### src/rtl/aud_rec_writer.sv
// rtl/aud_rec_writer.sv - WM8731 ADC I2S capture, writes 16-bit samples sequentially to SRAM
// Optional macro AUD_REC_STEREO_AVG_EN: capture both channels and store (L+R)>>>1 per frame.
module aud_rec_writer #(
    parameter int          DATA_W    = 16,
    parameter int          ADDR_W    = 20,
    parameter int unsigned MAX_WORDS = 20'hFFFFF
) (
    input  logic              i_clk,
    input  logic              i_rst,
    input  logic              i_start,
    input  logic              i_pause,
    input  logic              i_stop,
    input  logic              i_aud_bclk,
    input  logic              i_aud_adclrck,
    input  logic              i_aud_adcdat,
    output logic [ADDR_W-1:0] o_sram_addr,
    output logic [DATA_W-1:0] o_sram_data,
    output logic              o_sram_we,
    output logic [ADDR_W-1:0] o_end_addr,
    output logic              o_busy,
    output logic              o_full
);

    localparam int CNT_W = $clog2(DATA_W);

    typedef enum logic [3:0] {
        S_IDLE,
        S_WAIT_LRC,
        S_SKIP,
        S_SHIFT,
        S_WRITE,
        S_PAUSE,
        S_WAIT_R,
        S_SKIP_R,
        S_SHIFT_R
    } state_t;

    state_t             state;
    logic [1:0]         bclk_sync, lrck_sync, dat_sync;
    logic               bclk_d, lrck_d;
    logic [DATA_W-1:0]  sh;
    logic [CNT_W-1:0]   bitcnt;
    logic [ADDR_W-1:0]  addr;

    logic               bclk_rise, lrck_fall, lrck_rise, last_bit;
    logic [DATA_W-1:0]  sh_next;
    logic [ADDR_W-1:0]  addr_inc;

    // Codec pins are asynchronous: two flops, then one more stage for edge detection.
    always_ff @(posedge i_clk) begin
        if (i_rst) begin
            bclk_sync <= '0;
            lrck_sync <= '0;
            dat_sync  <= '0;
            bclk_d    <= 1'b0;
            lrck_d    <= 1'b0;
        end else begin
            bclk_sync <= {bclk_sync[0], i_aud_bclk};
            lrck_sync <= {lrck_sync[0], i_aud_adclrck};
            dat_sync  <= {dat_sync[0], i_aud_adcdat};
            bclk_d    <= bclk_sync[1];
            lrck_d    <= lrck_sync[1];
        end
    end

    assign bclk_rise = bclk_sync[1] & ~bclk_d;
    assign lrck_fall = ~lrck_sync[1] & lrck_d;
    assign lrck_rise = lrck_sync[1] & ~lrck_d;
    assign sh_next   = {sh[DATA_W-2:0], dat_sync[1]};
    assign last_bit  = (bitcnt == CNT_W'(DATA_W - 1));
    assign addr_inc  = addr + ADDR_W'(1);

`ifdef AUD_REC_STEREO_AVG_EN
    logic [DATA_W-1:0] sh_l;
    logic [DATA_W:0]   avg_sum;
    // 17-bit signed sum; taking the upper 16 bits is the arithmetic shift plus truncation.
    assign avg_sum = {sh_l[DATA_W-1], sh_l} + {sh_next[DATA_W-1], sh_next};
`endif

    assign o_sram_addr = addr;
    assign o_busy      = (state != S_IDLE);

    always_ff @(posedge i_clk) begin
        if (i_rst) begin
            state       <= S_IDLE;
            sh          <= '0;
            bitcnt      <= '0;
            addr        <= '0;
            o_end_addr  <= '0;
            o_sram_data <= '0;
            o_sram_we   <= 1'b0;
            o_full      <= 1'b0;
`ifdef AUD_REC_STEREO_AVG_EN
            sh_l        <= '0;
`endif
        end else begin
            o_sram_we <= 1'b0;
            case (state)
                S_IDLE: begin
                    if (i_start && !i_stop && !i_pause) begin
                        addr       <= '0;
                        o_end_addr <= '0;
                        o_full     <= 1'b0;
                        state      <= S_WAIT_LRC;
                    end
                end
                // A write in flight always completes before stop/pause take effect.
                S_WRITE: begin
                    addr       <= addr_inc;
                    o_end_addr <= addr_inc;
                    if (addr_inc == ADDR_W'(MAX_WORDS)) begin
                        o_full <= 1'b1;
                        state  <= S_IDLE;
                    end else if (i_stop) begin
                        state <= S_IDLE;
                    end else if (i_pause) begin
                        state <= S_PAUSE;
                    end else begin
                        state <= S_WAIT_LRC;
                    end
                end
                S_PAUSE: begin
                    if (i_stop)
                        state <= S_IDLE;
                    else if (i_start && !i_pause)
                        state <= S_WAIT_LRC;
                end
                default: begin
                    if (i_stop) begin
                        state <= S_IDLE;
                    end else if (i_pause) begin
                        state <= S_PAUSE;
                    end else begin
                        case (state)
                            S_WAIT_LRC: if (lrck_fall) state <= S_SKIP;
                            S_SKIP: begin
                                if (bclk_rise) begin
                                    bitcnt <= '0;
                                    state  <= S_SHIFT;
                                end
                            end
                            S_SHIFT: begin
                                if (lrck_rise) begin
                                    state <= S_WAIT_LRC;
                                end else if (bclk_rise) begin
                                    sh     <= sh_next;
                                    bitcnt <= bitcnt + CNT_W'(1);
                                    if (last_bit) begin
`ifdef AUD_REC_STEREO_AVG_EN
                                        sh_l  <= sh_next;
                                        state <= S_WAIT_R;
`else
                                        o_sram_data <= sh_next;
                                        o_sram_we   <= 1'b1;
                                        state       <= S_WRITE;
`endif
                                    end
                                end
                            end
`ifdef AUD_REC_STEREO_AVG_EN
                            S_WAIT_R: if (lrck_rise) state <= S_SKIP_R;
                            S_SKIP_R: begin
                                if (bclk_rise) begin
                                    bitcnt <= '0;
                                    state  <= S_SHIFT_R;
                                end
                            end
                            // A falling lrck here already marks the next frame, so resync at SKIP.
                            S_SHIFT_R: begin
                                if (lrck_fall) begin
                                    state <= S_SKIP;
                                end else if (bclk_rise) begin
                                    sh     <= sh_next;
                                    bitcnt <= bitcnt + CNT_W'(1);
                                    if (last_bit) begin
                                        o_sram_data <= avg_sum[DATA_W:1];
                                        o_sram_we   <= 1'b1;
                                        state       <= S_WRITE;
                                    end
                                end
                            end
`endif
                            default: state <= S_IDLE;
                        endcase
                    end
                end
            endcase
        end
    end

endmodule

### config.mk
export PLATFORM = sky130hd
export DESIGN_NAME = aud_rec_writer
export DESIGN_NICKNAME = d
export VERILOG_FILES = /design/src/rtl/aud_rec_writer.sv
export SDC_FILE = /design/constraint.sdc
export NUM_CORES = 1
export LEC_CHECK = 0
export CAP_MARGIN = 20
export CORE_MARGIN = 2
export CORE_UTILIZATION = 30
export DETAILED_ROUTE_END_ITERATION = 7
export SLEW_MARGIN = 15
export SYNTH_ARGS = -nofsm -noshare
export SYNTH_HDL_FRONTEND = slang
export SYNTH_SLANG_ARGS = --single-unit
### constraint.sdc
create_clock -name i_clk -period 3.5 [get_ports i_clk]
set_clock_uncertainty 0.05 [all_clocks]
set_input_delay 0.7 -clock i_clk [delete_from_list [all_inputs] [get_ports i_clk]]
set_output_delay 0.7 -clock i_clk [all_outputs]
set_load 0.005 [all_outputs]
==> impl_metrics.json, run 1 <==
{
  "wirelength_mm": 8.19,
  "numCtsBuffers": 9,
  "grt_overflow": 0,
  "synth_top_area_share_pct": 39.5,
  "postCtsSetupBuffers": 0,
  "place.gp.congestion": 0.895,
  "wl_per_cell_um": 13.4,
  "async_flop_share_pct": 0,
  "fin_total_pwr_mw": 1.90,
  "fin_crit_sh_pct": 82.1,
  "fp.coreArea_mm2": 0.0113,
  "timing.fmax_mhz": 348,
  "place_area_mm2": 0.00398,
  "critPathKind": "flop to flop",
  "grt_pass1_wl_mm": 13.6,
  "slew_headroom_pct": 62.9,
  "hold_class": "flop to flop",
  "grt_pass1_vias": 2801,
  "htreeDepth": 3,
  "fin_nets": 475,
  "critPathCaptureType": "flop",
  "period_needed_ps": 2870,
  "seq_area_mm2": 0.00136,
  "clockBufferDepth": 2,
  "worstPathRequired_ps": 3700,
  "drv_cap": 0,
  "clk_latency_ps": 320,
  "nFillCells": 1161,
  "synth_ff_type": "dfxtp_1",
  "multi_input_area_mm2": 0.00174,
  "clkSlewWorstSetupHoldPaths_ps": 60,
  "viasPerCell": 5.06,
  "place_hpwl_mm": 5.72,
  "holdWs_ps": 386,
  "drc": 0,
  "antenna_left": 0,
  "syn_area_per_cell_um2": 8.00,
  "vdd_ir_drop_max_uv": 237,
  "synth_fp_nets": 441,
  "ys_types": 57,
  "worst-path-max-fanout": 12,
  "synth_cells": 430,
  "die_x_um": 111,
  "synth_top_cell_by_area": "dfxtp_1",
  "synthTopCellsByArea": "dfxtp_1 40%, nand2_1 8.9%, a21oi_1 7.9%",
  "worstPathArrival_ps": 3070,
  "final_area_mm2": 0.00429,
  "die_height_um": 111,
  "diodes": 0,
  "firstDrtPassIters": 4,
  "ys_seq_area_share_pct": 39.5,
  "critPathLaunchType": "flop",
  "rows": 39,
  "track_usage_pct": 13.3,
  "setup_viol": 0,
  "ctsResizeCount": 0,
  "io_buffers": 66,
  "worstMarginPinSlew_ps": 556,
  "power_density_mw_per_mm2": 442,
  "boundaryPins": 67,
  "cts_tree": "yes",
  "area_growth_pct": 24.6,
  "setup_ws_ps": 628,
  "slew_violations": 0,
  "synth_edf_count": 0,
  "drive_above_1_share_pct": 8.32,
  "netlist_area_mm2": 0.00344,
  "dp_slack_ps": 640,
  "dieArea_mm2": 0.0123,
  "vias": 3097,
  "drtIter0Drc": 212,
  "hold_viol": 0,
  "ys.warnings.count": 0,
  "status": "finished clean",
  "cts_sinks": 68,
  "synth-seq-cells": 68,
  "grt_start_max_net_pins": 43,
  "initial_utilization_pct": 30.4,
  "rsz0062_at_grt": "no",
  "cts_hold_buffers": 0,
  "antenna_found_initial": 0,
  "p_leak_nw": 1.34,
  "cts_root_buf": "clkbuf_16",
  "tns_ps": 0
}
-- power breakdown --
| group | internal [mW] | total (mW) | switching, mW |
|---|---|---|---|
| Clock | 0.561 | 0.918 | 0.357 |
| Sequential | 0.787 | 0.808 | 0.0211 |
| Combinational | 0.0721 | 0.172 | 0.0996 |
-- per-layer routing --
metal	global-route usage (%)	wire, µm	vias up
li1	-	-	1560
met1	18.3	3950	1440
met2	20.5	3750	90
met3	2.62	379	7
met4	4.86	108	0
met5	0	0	-
-- flip-flops by register name, indices dropped and copies added, names as in the netlist, 2 cells and up --
register     cells
bclk_sync        2
bitcnt           4
dat_sync         2
lrck_sync        2
o_sram_addr     20
o_sram_data     16
sh              15
state            3
-- Yosys cell counts, types with 2 or more instances --
cell type and number:
nand2_1 82, dfxtp_1 68, a21oi_1 54, nor2_1 34, buf_4 22, clkbuf_1 18, o21ai_0 17, nand3_1 14
nor2b_1 10, nand2b_1 9, a31oi_1 7, nand4_1 6, nand4b_1 6, a211oi_1 5, a311oi_1 5, nor3_1 5
clkbuf_8 4, inv_1 4, nand3b_1 4, and4_1 3, ha_1 3, mux2_2 3, nor4_1 3, o31ai_1 3
or3_1 3, or4_4 3, xor2_1 3, and2_1 2, and3_1 2
-- logic make-up after synthesis --
logic type,after synthesis,share of synthesized area [%]
AOI/OAI and AO/OA,102,17.7
xor gates and xnor gates,4,1.02
muxes,4,1.27
adders and majority gates,3,1.09
DFF,68,39.5
buffers and inverters,51,9.81
and+or+nand+nor,198,29.6
-- stage by stage --
| step | utilization [%] | instances |
|---|---|---|
| floorplan | - | 430 |
| global placement | 35.2 | 596 |
| detailed placement | 35.2 | 596 |
| CTS | 37.9 | 612 |
| global route | 37.9 | 612 |
| finish | 37.9 | 612 |
-- final cells by class --
| cell class | instances | area share (%) |
|---|---|---|
| clock buffer | 9 | 5.25 |
| tap | 143 | 4.17 |
| clock inverter | 7 | 1.90 |
| inverter | 4 | 0.350 |
| sequential | 68 | 31.7 |
| timing repair buffer | 70 | 16.0 |
| multi-input combinational | 311 | 40.6 |
-- worst paths after layout --
path,from,to,slack [ps],depth (start not counted)
worst max-delay path,o_sram_addr[0]$_SDFFE_PP0P_,o_full$_SDFFE_PP0P_,630,7
worst min-delay path,bclk_sync[0]$_SDFF_PP0_,bclk_sync[1]$_SDFF_PP0_,390,1
worst max register to register,o_sram_addr[0]$_SDFFE_PP0P_,o_full$_SDFFE_PP0P_,630,7
worst min register to register,bclk_sync[0]$_SDFF_PP0_,bclk_sync[1]$_SDFF_PP0_,390,1
-- cell usage in the layout, fill, tap and decap left out, types with 6 or more instances in the layout --
cell / Yosys / layout
nand2_1: 82 / 82
dfxtp_1: 68 / 68
clkdlybuf4s50_1: 0 / 65
a21oi_1: 54 / 54
nor2_1: 34 / 34
o21ai_0: 17 / 17
nand3_1: 14 / 14
nor2b_1: 10 / 10
nand2b_1: 9 / 9
clkbuf_16: 0 / 9
a31oi_1: 7 / 7
nand4_1: 6 / 6
nand4b_1: 6 / 6
-- critical path: stages, from the launching register on --
cell,delay (ps)
dfxtp_1,530
ha_1,390
nand3_2,210
or4_4,490
xor2_1,160
or4_4,440
or4_4,430
o22ai_2,110
(Power assumes the default switching activity.)
==> run 2: changes to the inputs <==
- clock period: 3.5 -> 2.4 ns (I/O delays scaled with it)
==> run 2 against run 1 <==
  * Die area unchanged
  * Final area increased by 6.5%
  * Final cell count increased by 5.4%
  * Total power increased by 46%
  * Critical path type unchanged
  * Via count increased by 2.8%
  * Largest power group unchanged
==> impl_metrics.json, run 2 (synthesis results as in run 1) <==
{
  "hold_viol": 0,
  "holdWs_ps": 398,
  "die_height_um": 111,
  "multi_input_area_mm2": 0.00178,
  "fin_total_pwr_mw": 2.77,
  "timing.fmax_mhz": 431,
  "drive_above_1_share_pct": 14.7,
  "drv_cap": 0,
  "slew_violations": 0,
  "viasPerCell": 4.93,
  "tns_ps": 0,
  "vias": 3183,
  "worstPathArrival_ps": 2530,
  "critPathCaptureType": "flop",
  "clk_latency_ps": 330,
  "fin_crit_sh_pct": 96.7,
  "worstPathRequired_ps": 2610,
  "antenna_left": 0,
  "htreeDepth": 3,
  "grt_pass1_wl_mm": 13.9,
  "grt_start_max_net_pins": 42,
  "cts_tree": "yes",
  "drc": 0,
  "wirelength_mm": 8.49,
  "seq_area_mm2": 0.00137,
  "area_growth_pct": 32.8,
  "clkSlewWorstSetupHoldPaths_ps": 60,
  "setup_viol": 0,
  "io_buffers": 66,
  "rows": 39,
  "wl_per_cell_um": 13.2,
  "worstMarginPinSlew_ps": 481,
  "drtIter0Drc": 142,
  "holdPathStages": 1,
  "final_common_cell": "nand2_1",
  "grt_overflow": 0,
  "firstDrtPassIters": 4,
  "critPathLaunchType": "flop",
  "place_hpwl_mm": 5.97,
  "initial_utilization_pct": 30.4,
  "mostFrequentLayoutCells": "82 x nand2_1, 67 x dfxtp_1, 65 x clkdlybuf4s50_1",
  "grt_pass1_vias": 2883,
  "fp.coreArea_mm2": 0.0113,
  "antenna_found_initial": 0,
  "clockBufferDepth": 2,
  "cts_root_buf": "clkbuf_16",
  "dieArea_mm2": 0.0123,
  "place.gp.congestion": 0.810,
  "period_needed_ps": 2320,
  "power_density_mw_per_mm2": 606,
  "fin_nets": 508,
  "cts_sinks": 68,
  "track_usage_pct": 13.4,
  "die_x_um": 111,
  "nFillCells": 1177,
  "status": "finished clean",
  "place_area_mm2": 0.00425,
  "boundaryPins": 67,
  "critPathKind": "flop to flop",
  "p_leak_nw": 1.50,
  "worst-path-max-fanout": 3,
  "rsz0062_at_grt": "no",
  "final_area_mm2": 0.00457,
  "slew_headroom_pct": 68.0,
  "hold_class": "flop to flop",
  "largest_reg_flops": 20,
  "diodes": 0,
  "reg2reg_depth": 7,
  "vdd_ir_drop_max_uv": 339,
  "numCtsBuffers": 9
}
## run 2: report_power, final
group / leakage [nW] / internal (mW) / switching, mW
clock network: 0.142 / 0.809 / 0.513
registers: 0.550 / 1.15 / 0.0261
logic: 0.807 / 0.121 / 0.155
total: 1.50 / 2.08 / 0.694
## run 2: path summary, 6_finish.rpt
check / to / slack [ps] / start
setup / recovery: o_full$_SDFFE_PP0P_ / 80 / o_sram_addr[0]$_SDFFE_PP0P_
hold / removal: dat_sync[1]$_SDFF_PP0_ / 400 / dat_sync[0]$_SDFF_PP0_
setup reg to reg: o_full$_SDFFE_PP0P_ / 80 / o_sram_addr[0]$_SDFFE_PP0P_
hold reg to reg: dat_sync[1]$_SDFF_PP0_ / 400 / dat_sync[0]$_SDFF_PP0_
## run 2: final cells by class
cell class | count | share of cell area, %
multi-input cells | 311 | 38.9
repair buffers | 103 | 20.4
well taps | 143 | 3.92
clock inverters | 7 | 1.67
inverters | 4 | 0.329
flip-flops and latches | 68 | 29.9
clock buffers | 9 | 4.93
## run 2: routing by layer
layer  vias to the layer above  GRT usage (%)  wire length (µm)
met5                         -              0                 0
met4                         0           4.69                65
met3                         4           2.08               422
met2                        86           21.4              3910
met1                      1467           18.5              4090
li1                       1626              -                 -
## run 2: worst max-delay path: stages, from the launching register on
cell and delay [ps]:
dfxtp_1 390, ha_4 170, nand3_4 70, or4_4 440, xor2_1 160, or4_4 460
or4_4 430, o22ai_2 90
## run 2: repair_timing
action                                  4_1_cts  5_1_grt
endpoints found under the setup margin        0        1
hold buffers                                  0        0
setup buffers                                 0        1
resized for setup                             0        1
## run 2: metrics by stage
step           utilization, %  worst slack, ps  std cells
2_1_floorplan               -             1.40        430
3_3_place_gp             37.5             39.3        628
3_5_place_dp             37.5            -48.0        628
4_1_cts                  40.2             74.3        644
5_1_grt                  40.4             25.2        645
6_report                 40.4             80.3        645
